### config.mk
export PLATFORM = sky130hd
export DESIGN_NAME = axi4l_int_to
export DESIGN_NICKNAME = d
export VERILOG_FILES = /design/src/rtl/axi4l_int_pkg.sv /design/src/rtl/axi4l_skid1.sv /design/src/rtl/axi4l_int_to.sv
export SDC_FILE = /design/constraint.sdc
export NUM_CORES = 1
export LEC_CHECK = 0
export CELL_PAD_IN_SITES_DETAIL_PLACEMENT = 0
export CELL_PAD_IN_SITES_GLOBAL_PLACEMENT = 2
export CORE_MARGIN = 8
export CORE_UTILIZATION = 35
export CTS_BUF_LIST = sky130_fd_sc_hd__clkbuf_8
export CTS_CLUSTER_DIAMETER = 80
export CTS_CLUSTER_SIZE = 14
export DETAILED_ROUTE_END_ITERATION = 7
export PLACE_DENSITY_LB_ADDON = 0.1
export SYNTH_ARGS = -nofsm -noshare
export SYNTH_HDL_FRONTEND = slang
export SYNTH_SLANG_ARGS = --single-unit
### constraint.sdc
create_clock -name s_axi_aclk -period 3.25 [get_ports s_axi_aclk]
set_input_delay 0.325 -clock s_axi_aclk [delete_from_list [all_inputs] [get_ports s_axi_aclk]]
set_output_delay 0.325 -clock s_axi_aclk [all_outputs]
set_load 0.005 [all_outputs]
### src/rtl/axi4l_int_pkg.sv
// Shared constants and state encoding for the AXI4-Lite to internal register-bus bridge.
package axi4l_int_pkg;

    localparam logic [1:0] RESP_OKAY   = 2'b00;
    localparam logic [1:0] RESP_SLVERR = 2'b10;
    localparam logic [1:0] RESP_DECERR = 2'b11;

    localparam int ARB_RR = 0;
    localparam int ARB_WR = 1;
    localparam int ARB_RD = 2;

    typedef enum logic [1:0] {
        ST_IDLE,
        ST_WR_WAIT,
        ST_RD_WAIT,
        ST_RESP
    } state_e;

endpackage

### src/rtl/axi4l_skid1.sv
// One-entry skid buffer: ready stays high unless the entry is held and not taken this cycle.
module axi4l_skid1 #(
    parameter int W = 8
) (
    input  logic         clk,
    input  logic         rst_n,
    input  logic         in_valid,
    output logic         in_ready,
    input  logic [W-1:0] in_data,
    output logic         out_valid,
    output logic [W-1:0] out_data,
    input  logic         consume
);

    logic         live_q;
    logic         full_q, full_d;
    logic [W-1:0] data_q, data_d;

    // live_q keeps ready low while reset is held and for nothing longer than one edge after release
    assign in_ready  = live_q && (!full_q || consume);
    assign out_valid = full_q;
    assign out_data  = data_q;

    always_comb begin
        full_d = full_q;
        data_d = data_q;
        if (consume) begin
            full_d = 1'b0;
        end
        if (in_valid && in_ready) begin
            full_d = 1'b1;
            data_d = in_data;
        end
    end

    always_ff @(posedge clk or negedge rst_n) begin
        if (!rst_n) begin
            live_q <= 1'b0;
            full_q <= 1'b0;
            data_q <= '0;
        end else begin
            live_q <= 1'b1;
            full_q <= full_d;
            data_q <= data_d;
        end
    end

endmodule

### src/rtl/axi4l_int_to.sv
// AXI4-Lite slave bridged onto a strobe/ack internal register bus, one transaction in flight,
// with address decode errors, ack timeout and selectable read/write arbitration.
module axi4l_int_to
    import axi4l_int_pkg::*;
#(
    parameter int ADDR_WIDTH     = 10,
    parameter int DATA_WIDTH     = 32,
    parameter int ADDR_LIMIT     = 1024,
    parameter int TIMEOUT_CYCLES = 256,
    parameter int ARB_MODE       = 0
) (
    input  logic                    s_axi_aclk,
    input  logic                    s_axi_aresetn,
    input  logic [ADDR_WIDTH-1:0]   s_axi_awaddr,
    input  logic                    s_axi_awvalid,
    output logic                    s_axi_awready,
    input  logic [DATA_WIDTH-1:0]   s_axi_wdata,
    input  logic [DATA_WIDTH/8-1:0] s_axi_wstrb,
    input  logic                    s_axi_wvalid,
    output logic                    s_axi_wready,
    output logic [1:0]              s_axi_bresp,
    output logic                    s_axi_bvalid,
    input  logic                    s_axi_bready,
    input  logic [ADDR_WIDTH-1:0]   s_axi_araddr,
    input  logic                    s_axi_arvalid,
    output logic                    s_axi_arready,
    output logic [DATA_WIDTH-1:0]   s_axi_rdata,
    output logic [1:0]              s_axi_rresp,
    output logic                    s_axi_rvalid,
    input  logic                    s_axi_rready,
    output logic [ADDR_WIDTH-1:0]   int_addr,
    output logic [DATA_WIDTH-1:0]   int_wr_data,
    output logic [DATA_WIDTH/8-1:0] int_wr_strb,
    output logic                    int_wr_en,
    output logic                    int_rd_en,
    input  logic                    int_wr_ack,
    input  logic                    int_wr_err,
    input  logic                    int_rd_ack,
    input  logic                    int_rd_err,
    input  logic [DATA_WIDTH-1:0]   int_rd_data,
    output logic                    timeout_pulse
);

    localparam int          SW      = DATA_WIDTH / 8;
    localparam logic [15:0] TO_LAST = 16'(TIMEOUT_CYCLES - 1);

    logic                  aw_v, w_v, ar_v, wr_take, rd_take;
    logic [ADDR_WIDTH-1:0] aw_addr, ar_addr;
    logic [DATA_WIDTH-1:0] w_data;
    logic [SW-1:0]         w_strb;

    axi4l_skid1 #(.W(ADDR_WIDTH)) u_aw (
        .clk(s_axi_aclk), .rst_n(s_axi_aresetn),
        .in_valid(s_axi_awvalid), .in_ready(s_axi_awready), .in_data(s_axi_awaddr),
        .out_valid(aw_v), .out_data(aw_addr), .consume(wr_take)
    );
    axi4l_skid1 #(.W(DATA_WIDTH + SW)) u_w (
        .clk(s_axi_aclk), .rst_n(s_axi_aresetn),
        .in_valid(s_axi_wvalid), .in_ready(s_axi_wready), .in_data({s_axi_wdata, s_axi_wstrb}),
        .out_valid(w_v), .out_data({w_data, w_strb}), .consume(wr_take)
    );
    axi4l_skid1 #(.W(ADDR_WIDTH)) u_ar (
        .clk(s_axi_aclk), .rst_n(s_axi_aresetn),
        .in_valid(s_axi_arvalid), .in_ready(s_axi_arready), .in_data(s_axi_araddr),
        .out_valid(ar_v), .out_data(ar_addr), .consume(rd_take)
    );

    state_e                state_q, state_d;
    logic [15:0]           cnt_q, cnt_d;
    logic                  rr_q, rr_d;
    logic [ADDR_WIDTH-1:0] int_addr_q, int_addr_d;
    logic [DATA_WIDTH-1:0] int_wr_data_q, int_wr_data_d;
    logic [SW-1:0]         int_wr_strb_q, int_wr_strb_d;
    logic                  int_wr_en_q, int_wr_en_d, int_rd_en_q, int_rd_en_d;
    logic                  bvalid_q, bvalid_d, rvalid_q, rvalid_d;
    logic [1:0]            bresp_q, bresp_d, rresp_q, rresp_d;
    logic [DATA_WIDTH-1:0] rdata_q, rdata_d;
    logic                  timeout_pulse_q, timeout_pulse_d;
    logic                  wr_cand, rd_cand, pick_wr, to_hit, aw_dec, ar_dec;

    assign wr_cand = aw_v && w_v && !bvalid_q;
    assign rd_cand = ar_v && !rvalid_q;
    assign aw_dec  = 32'(aw_addr) >= ADDR_LIMIT;
    assign ar_dec  = 32'(ar_addr) >= ADDR_LIMIT;
    assign to_hit  = (TIMEOUT_CYCLES != 0) && (cnt_q == TO_LAST);

    // rr_q == 0 means the write side holds priority for the next contested grant
    always_comb begin
        if (ARB_MODE == ARB_WR)      pick_wr = 1'b1;
        else if (ARB_MODE == ARB_RD) pick_wr = 1'b0;
        else                         pick_wr = !rr_q;
    end

    always_comb begin
        state_d         = state_q;
        cnt_d           = cnt_q;
        rr_d            = rr_q;
        int_addr_d      = int_addr_q;
        int_wr_data_d   = int_wr_data_q;
        int_wr_strb_d   = int_wr_strb_q;
        int_wr_en_d     = 1'b0;
        int_rd_en_d     = 1'b0;
        bvalid_d        = bvalid_q;
        bresp_d         = bresp_q;
        rvalid_d        = rvalid_q;
        rresp_d         = rresp_q;
        rdata_d         = rdata_q;
        timeout_pulse_d = 1'b0;
        wr_take         = 1'b0;
        rd_take         = 1'b0;
        case (state_q)
            ST_IDLE: begin
                if (wr_cand && (!rd_cand || pick_wr)) begin
                    wr_take = 1'b1;
                    rr_d    = 1'b1;
                    if (aw_dec) begin
                        bvalid_d = 1'b1;
                        bresp_d  = RESP_DECERR;
                        state_d  = ST_RESP;
                    end else begin
                        int_addr_d    = aw_addr;
                        int_wr_data_d = w_data;
                        int_wr_strb_d = w_strb;
                        int_wr_en_d   = 1'b1;
                        cnt_d         = '0;
                        state_d       = ST_WR_WAIT;
                    end
                end else if (rd_cand) begin
                    rd_take = 1'b1;
                    rr_d    = 1'b0;
                    if (ar_dec) begin
                        rvalid_d = 1'b1;
                        rresp_d  = RESP_DECERR;
                        rdata_d  = '0;
                        state_d  = ST_RESP;
                    end else begin
                        int_addr_d  = ar_addr;
                        int_rd_en_d = 1'b1;
                        cnt_d       = '0;
                        state_d     = ST_RD_WAIT;
                    end
                end
            end
            ST_WR_WAIT: begin
                if (int_wr_ack) begin
                    bvalid_d = 1'b1;
                    bresp_d  = int_wr_err ? RESP_SLVERR : RESP_OKAY;
                    state_d  = ST_RESP;
                end else if (to_hit) begin
                    bvalid_d        = 1'b1;
                    bresp_d         = RESP_SLVERR;
                    timeout_pulse_d = 1'b1;
                    state_d         = ST_RESP;
                end else begin
                    cnt_d = cnt_q + 16'd1;
                end
            end
            ST_RD_WAIT: begin
                if (int_rd_ack) begin
                    rvalid_d = 1'b1;
                    rresp_d  = int_rd_err ? RESP_SLVERR : RESP_OKAY;
                    rdata_d  = int_rd_data;
                    state_d  = ST_RESP;
                end else if (to_hit) begin
                    rvalid_d        = 1'b1;
                    rresp_d         = RESP_SLVERR;
                    rdata_d         = '0;
                    timeout_pulse_d = 1'b1;
                    state_d         = ST_RESP;
                end else begin
                    cnt_d = cnt_q + 16'd1;
                end
            end
            ST_RESP: begin
                if (bvalid_q && s_axi_bready) begin
                    bvalid_d = 1'b0;
                    state_d  = ST_IDLE;
                end
                if (rvalid_q && s_axi_rready) begin
                    rvalid_d = 1'b0;
                    state_d  = ST_IDLE;
                end
            end
            default: state_d = ST_IDLE;
        endcase
    end

    always_ff @(posedge s_axi_aclk or negedge s_axi_aresetn) begin
        if (!s_axi_aresetn) begin
            state_q         <= ST_IDLE;
            cnt_q           <= '0;
            rr_q            <= 1'b0;
            int_addr_q      <= '0;
            int_wr_data_q   <= '0;
            int_wr_strb_q   <= '0;
            int_wr_en_q     <= 1'b0;
            int_rd_en_q     <= 1'b0;
            bvalid_q        <= 1'b0;
            bresp_q         <= '0;
            rvalid_q        <= 1'b0;
            rresp_q         <= '0;
            rdata_q         <= '0;
            timeout_pulse_q <= 1'b0;
        end else begin
            state_q         <= state_d;
            cnt_q           <= cnt_d;
            rr_q            <= rr_d;
            int_addr_q      <= int_addr_d;
            int_wr_data_q   <= int_wr_data_d;
            int_wr_strb_q   <= int_wr_strb_d;
            int_wr_en_q     <= int_wr_en_d;
            int_rd_en_q     <= int_rd_en_d;
            bvalid_q        <= bvalid_d;
            bresp_q         <= bresp_d;
            rvalid_q        <= rvalid_d;
            rresp_q         <= rresp_d;
            rdata_q         <= rdata_d;
            timeout_pulse_q <= timeout_pulse_d;
        end
    end

    assign int_addr      = int_addr_q;
    assign int_wr_data   = int_wr_data_q;
    assign int_wr_strb   = int_wr_strb_q;
    assign int_wr_en     = int_wr_en_q;
    assign int_rd_en     = int_rd_en_q;
    assign s_axi_bvalid  = bvalid_q;
    assign s_axi_bresp   = bresp_q;
    assign s_axi_rvalid  = rvalid_q;
    assign s_axi_rresp   = rresp_q;
    assign s_axi_rdata   = rdata_q;
    assign timeout_pulse = timeout_pulse_q;

endmodule

==> impl_results.html <==
<table>
<tr><th>Metric</th><th>Value</th></tr>
<tr><th colspan="2">Min path</th></tr>
<tr><td>Path category of the worst min-delay check</td><td>input pin to async pin</td></tr>
<tr><th colspan="2">Logic synthesis</th></tr>
<tr><td>Top cells by area in the synthesized netlist</td><td>dfrtp_1 (61%), mux2_2 (15%), a22o_1 (4.2%)</td></tr>
<tr><td>Netlist area before placement</td><td>0.00670 mm²</td></tr>
<tr><td>Yosys synthesis warning count</td><td>0</td></tr>
<tr><td>Post-synthesis compound-gate area fraction</td><td>0.0876</td></tr>
<tr><td>Proportion of synthesized flip-flops having asynchronous set or reset</td><td>1.00</td></tr>
<tr><td>Per-instance average area after synthesis</td><td>13.4 µm²</td></tr>
<tr><td>Number of flip-flops and latches in the synthesized netlist</td><td>164</td></tr>
<tr><td>Unique cell type count in the Yosys netlist</td><td>44</td></tr>
<tr><td>Fraction of synthesized area in multiplexers</td><td>0.173</td></tr>
<tr><td>Area share of xor/xnor cells in the synthesized design</td><td>0.00392</td></tr>
<tr><td>Main combinational cell family by area after synthesis</td><td>multiplexers</td></tr>
<tr><td>Syn Inst Count</td><td>500</td></tr>
<tr><td>Adder-Cell Fraction of Synth Area</td><td>0.0131</td></tr>
<tr><td>Predominant post-synthesis flop cell</td><td>dfrtp_1</td></tr>
<tr><td>Number of enable-type register cells in the synthesized netlist</td><td>0</td></tr>
<tr><td>Share of the synthesized area in the top cell type</td><td>0.613</td></tr>
<tr><td>Sequential fraction of the synthesis area</td><td>0.613</td></tr>
<tr><td>Fraction of the mapped netlist area in simple logic gates</td><td>0.0826</td></tr>
<tr><td>Cell taking the most area after synthesis</td><td>dfrtp_1</td></tr>
<tr><th colspan="2">Finish</th></tr>
<tr><td>Area delta synth-&gt;final</td><td>37.6%</td></tr>
<tr><td>Layout net count</td><td>795</td></tr>
<tr><td>Multi-input gate area in the final layout</td><td>0.00242 mm²</td></tr>
<tr><td>N_diodes</td><td>0</td></tr>
<tr><td>Share of cells above drive strength 1</td><td>0.194</td></tr>
<tr><td>Total non-filler cell area in the finished layout</td><td>0.00921 mm²</td></tr>
<tr><td>Fill cell count</td><td>1,657</td></tr>
<tr><td>Total area of sequential cells</td><td>0.00410 mm²</td></tr>
<tr><th colspan="2">Critical path</th></tr>
<tr><td>Type of element launching the critical path</td><td>flip-flop</td></tr>
<tr><td>CP endpoint kind</td><td>primary output</td></tr>
<tr><td>CP max FO</td><td>12</td></tr>
<tr><td>Capturing instance or port of the critical path</td><td>s_axi_awready</td></tr>
<tr><td>WS Path Type</td><td>flip-flop to primary output</td></tr>
<tr><td>Startpoint of the worst register-to-register path</td><td>state_q[0]</td></tr>
<tr><td>Arrival time at the worst endpoint</td><td>2.61 ns</td></tr>
<tr><td>Path depth of the worst reg2reg path</td><td>7</td></tr>
<tr><td>Worst reg2reg setup slack</td><td>0.65 ns</td></tr>
<tr><td>CP Launch Point</td><td>s_axi_bvalid</td></tr>
<tr><td>Critical register-to-register path endpoint</td><td>cnt_q[11]</td></tr>
<tr><td>Data required time at the worst endpoint</td><td>2.92 ns</td></tr>
<tr><th colspan="2">Timing</th></tr>
<tr><td>Minimum clock period after layout</td><td>2.94 ns</td></tr>
<tr><td>Final period utilization</td><td>0.904</td></tr>
<tr><td>Transition time of the tightest slew-check pin</td><td>1.18 ns</td></tr>
<tr><td>Fin. Hold Viols</td><td>0</td></tr>
<tr><td>Worst slew margin</td><td>0.213</td></tr>
<tr><td>Maximum frequency from static timing analysis</td><td>0.340 GHz</td></tr>
<tr><td>Setup repair after global routing missed its margin</td><td>no</td></tr>
<tr><td>Final count of pins violating max slew</td><td>0</td></tr>
<tr><td>Setup-failing EPs final</td><td>0</td></tr>
<tr><td>Final setup TNS</td><td>0 ns</td></tr>
<tr><td>Clock Skews</td><td>0.0130 ns</td></tr>
<tr><th colspan="2">CTS</th></tr>
<tr><td>Insertion delay of the later-clocked pin in the worst-skew pair</td><td>0.46 ns</td></tr>
<tr><td>TritonCTS clock tree</td><td>done</td></tr>
<tr><td>Clock-pin slew on the worst setup and hold paths</td><td>0.10 ns</td></tr>
<tr><td>CTS root buf</td><td>clkbuf_8</td></tr>
<tr><td>Total number of H-tree levels</td><td>4</td></tr>
<tr><td>Setup fix buffers added after clock tree synthesis</td><td>0</td></tr>
<tr><td>Post-cts sizing count</td><td>0</td></tr>
<tr><td>Total CTS buffers</td><td>17</td></tr>
<tr><td>Number of sinks driven by the clock tree</td><td>164</td></tr>
<tr><td>Buffer levels on the longest clock path</td><td>2</td></tr>
<tr><th colspan="2">Run</th></tr>
<tr><td>Max-Cap Viols</td><td>0</td></tr>
<tr><th colspan="2">Place</th></tr>
<tr><td>Detailed placer's ending HPWL</td><td>12,400 µm</td></tr>
<tr><td>Number of port buffers</td><td>186</td></tr>
<tr><td>Routability cong.</td><td>0.758</td></tr>
<tr><td>Area of placed instances</td><td>0.00878 mm²</td></tr>
<tr><th colspan="2">Power</th></tr>
<tr><td>Overall Power</td><td>0.00825 W</td></tr>
<tr><td>Worst IR drop on VDD</td><td>347 µV</td></tr>
<tr><td>Leakage</td><td>3.99 nW</td></tr>
<tr><td>Power per cell area</td><td>896 mW/mm²</td></tr>
<tr><th colspan="2">Route</th></tr>
<tr><td>Count of nets left with antenna violations after detail routing</td><td>0</td></tr>
<tr><td>Via count normalized by instance count</td><td>4.96</td></tr>
<tr><td>Number of remaining DRC errors</td><td>0</td></tr>
<tr><td>Routed len/inst</td><td>18.5 µm</td></tr>
<tr><td>Pre-antenna DRT Iters</td><td>4</td></tr>
<tr><td>Routed vias</td><td>4,641</td></tr>
<tr><td>Drt first-iter violations</td><td>155</td></tr>
<tr><td>Final wirelength</td><td>17,300 µm</td></tr>
<tr><th colspan="2">Floorplan</th></tr>
<tr><td>DIE WIDTH</td><td>154 µm</td></tr>
<tr><td>Overall die area</td><td>0.0238 mm²</td></tr>
<tr><td>FP Rows</td><td>50</td></tr>
<tr><td>Ports</td><td>189</td></tr>
<tr><td>Effective utilization at floorplan</td><td>0.357</td></tr>
<tr><td>Core area</td><td>0.0188 mm²</td></tr>
<tr><td>Die outline height</td><td>154 µm</td></tr>
<tr><th colspan="2">Global route</th></tr>
<tr><td>GRT Residual Overflow</td><td>0</td></tr>
<tr><td>Global Route Usage Sum</td><td>0.150</td></tr>
<tr><td>Number of global-route vias before repair</td><td>5,019</td></tr>
<tr><td>Initial antenna violation count</td><td>0</td></tr>
<tr><td>First-pass GRT wire length</td><td>28,300 µm</td></tr>
<tr><td>Maximum number of pins on one net before global-route repair</td><td>71</td></tr>
<tr><th colspan="2">Outcome</th></tr>
<tr><td>Status</td><td>finished clean</td></tr>
</table>
-- through the flow --
stage	setup WS, ns	utilization	cells	hold WS, ns
6_report	0.311	0.491	936	0.446
5_1_grt	0.105	0.491	936	0.427
4_1_cts	0.283	0.491	936	0.414
3_5_place_dp	0.664	0.468	903	0.393
3_3_place_gp	0.782	0.468	903	0.382
2_1_floorplan	1.17	-	501	0.0294
-- worst max-delay path, stage by stage (launching register included) --
cell and delay, ns:
dfrtp_1 0.44, nand3b_1 0.28, a21oi_2 0.15, buf_4 0.25, nand2_2 0.19, nand2_1 0.14, and2_1 0.14, clkdlybuf4s50_1 0.57
-- synthesized netlist by cell type (7+ instances only) --
cell type  number
dfrtp_1       164
mux2_2         90
nand2_1        42
a22o_1         32
o21ai_0        16
a21oi_1        13
mux2i_1        12
buf_2          10
clkbuf_1       10
inv_1           8
nand3_1         8
nor2_1          8
or4_1           8
ha_1            7
-- worst min path at each step --
stage	cells past startpoint	end
6_report	2	int_addr[9]
5_1_grt	3	u_ar.out_valid
4_1_cts	3	u_ar.out_valid
3_5_place_dp	1	s_axi_rvalid
3_3_place_gp	1	s_axi_rvalid
2_1_floorplan	0	cnt_q[0]
-- sequential cells by signal, summed over array words and instances, names as in the netlist --
signal / flops
int_wr_data: 32
s_axi_rvalid: 1
s_axi_rresp: 1
u_w.out_data: 36
s_axi_rdata: 32
u_ar.out_valid: 1
s_axi_bvalid: 1
cnt_q: 16
u_aw.out_data: 10
u_ar.out_data: 10
state_q: 2
int_rd_en: 1
timeout_pulse: 1
int_wr_en: 1
int_wr_strb: 4
rr_q: 1
int_addr: 10
u_aw.out_valid: 1
u_w.out_valid: 1
u_ar.live_q: 1
s_axi_bresp: 1
-- layout make-up --
class,instances,area share
inverters,8,0.00326
clock inverters,15,0.0202
flip-flops and latches,164,0.445
repair buffers,195,0.211
clock buffers,17,0.0254
well taps,234,0.0318
multi-input cells,303,0.263
-- cell families after synthesis --
group	after synthesis
xor gates and xnor gates	3
adders and majority gates	7
and+or+nand+nor	106
other	2
buffers and inverters	34
muxes	104
AOI/OAI and AO/OA	80
DFF	164
-- placed cells by master, fill, tap and decap left out, types with 2 or more instances in the layout --
master           count
a21oi_1             13
a21oi_4              2
a22o_1              32
and2_1               5
and3_1               4
and4_1               4
buf_4                7
clkbuf_8            17
clkdlybuf4s50_1    185
clkinv_4             3
clkinv_8             3
conb_1               3
dfrtp_1            164
ha_1                 7
inv_1                8
inv_6                2
inv_8                5
mux2_1               2
mux2_2              90
mux2i_1             12
nand2_1             42
nand2b_1             5
nand3_1              8
nand3b_1             2
nand4_1              6
nor2_1               8
nor2b_1              3
nor3_1               2
nor4_1               2
o211ai_1             4
o21ai_0             16
o31ai_1              5
or3_1                4
or4_1                8
xor2_1               2
-- power breakdown --
part / total, W / switching [W] / leakage [nW] / internal (W)
combinational: 0.00330 / 0.00136 / 1.76 / 0.00194
sequential: 0.00343 / 0.000491 / 2.02 / 0.00294
clock: 0.00152 / 0.000866 / 0.209 / 0.000657
-- timing repair --
item,CTS,global route
hold endpoints to repair,68,0
hold buffers,1,0
setup endpoints to repair,0,0
-- per-layer routing --
metal / track usage / vias to the layer above / part of all wire
li1: - / 2172 / -
met5: 0 / - / 0
met2: 0.233 / 143 / 0.46
met4: 0.0378 / 0 / 0.0066
met3: 0.0722 / 10 / 0.099
met1: 0.185 / 2316 / 0.44
(Power assumes the default switching activity.)
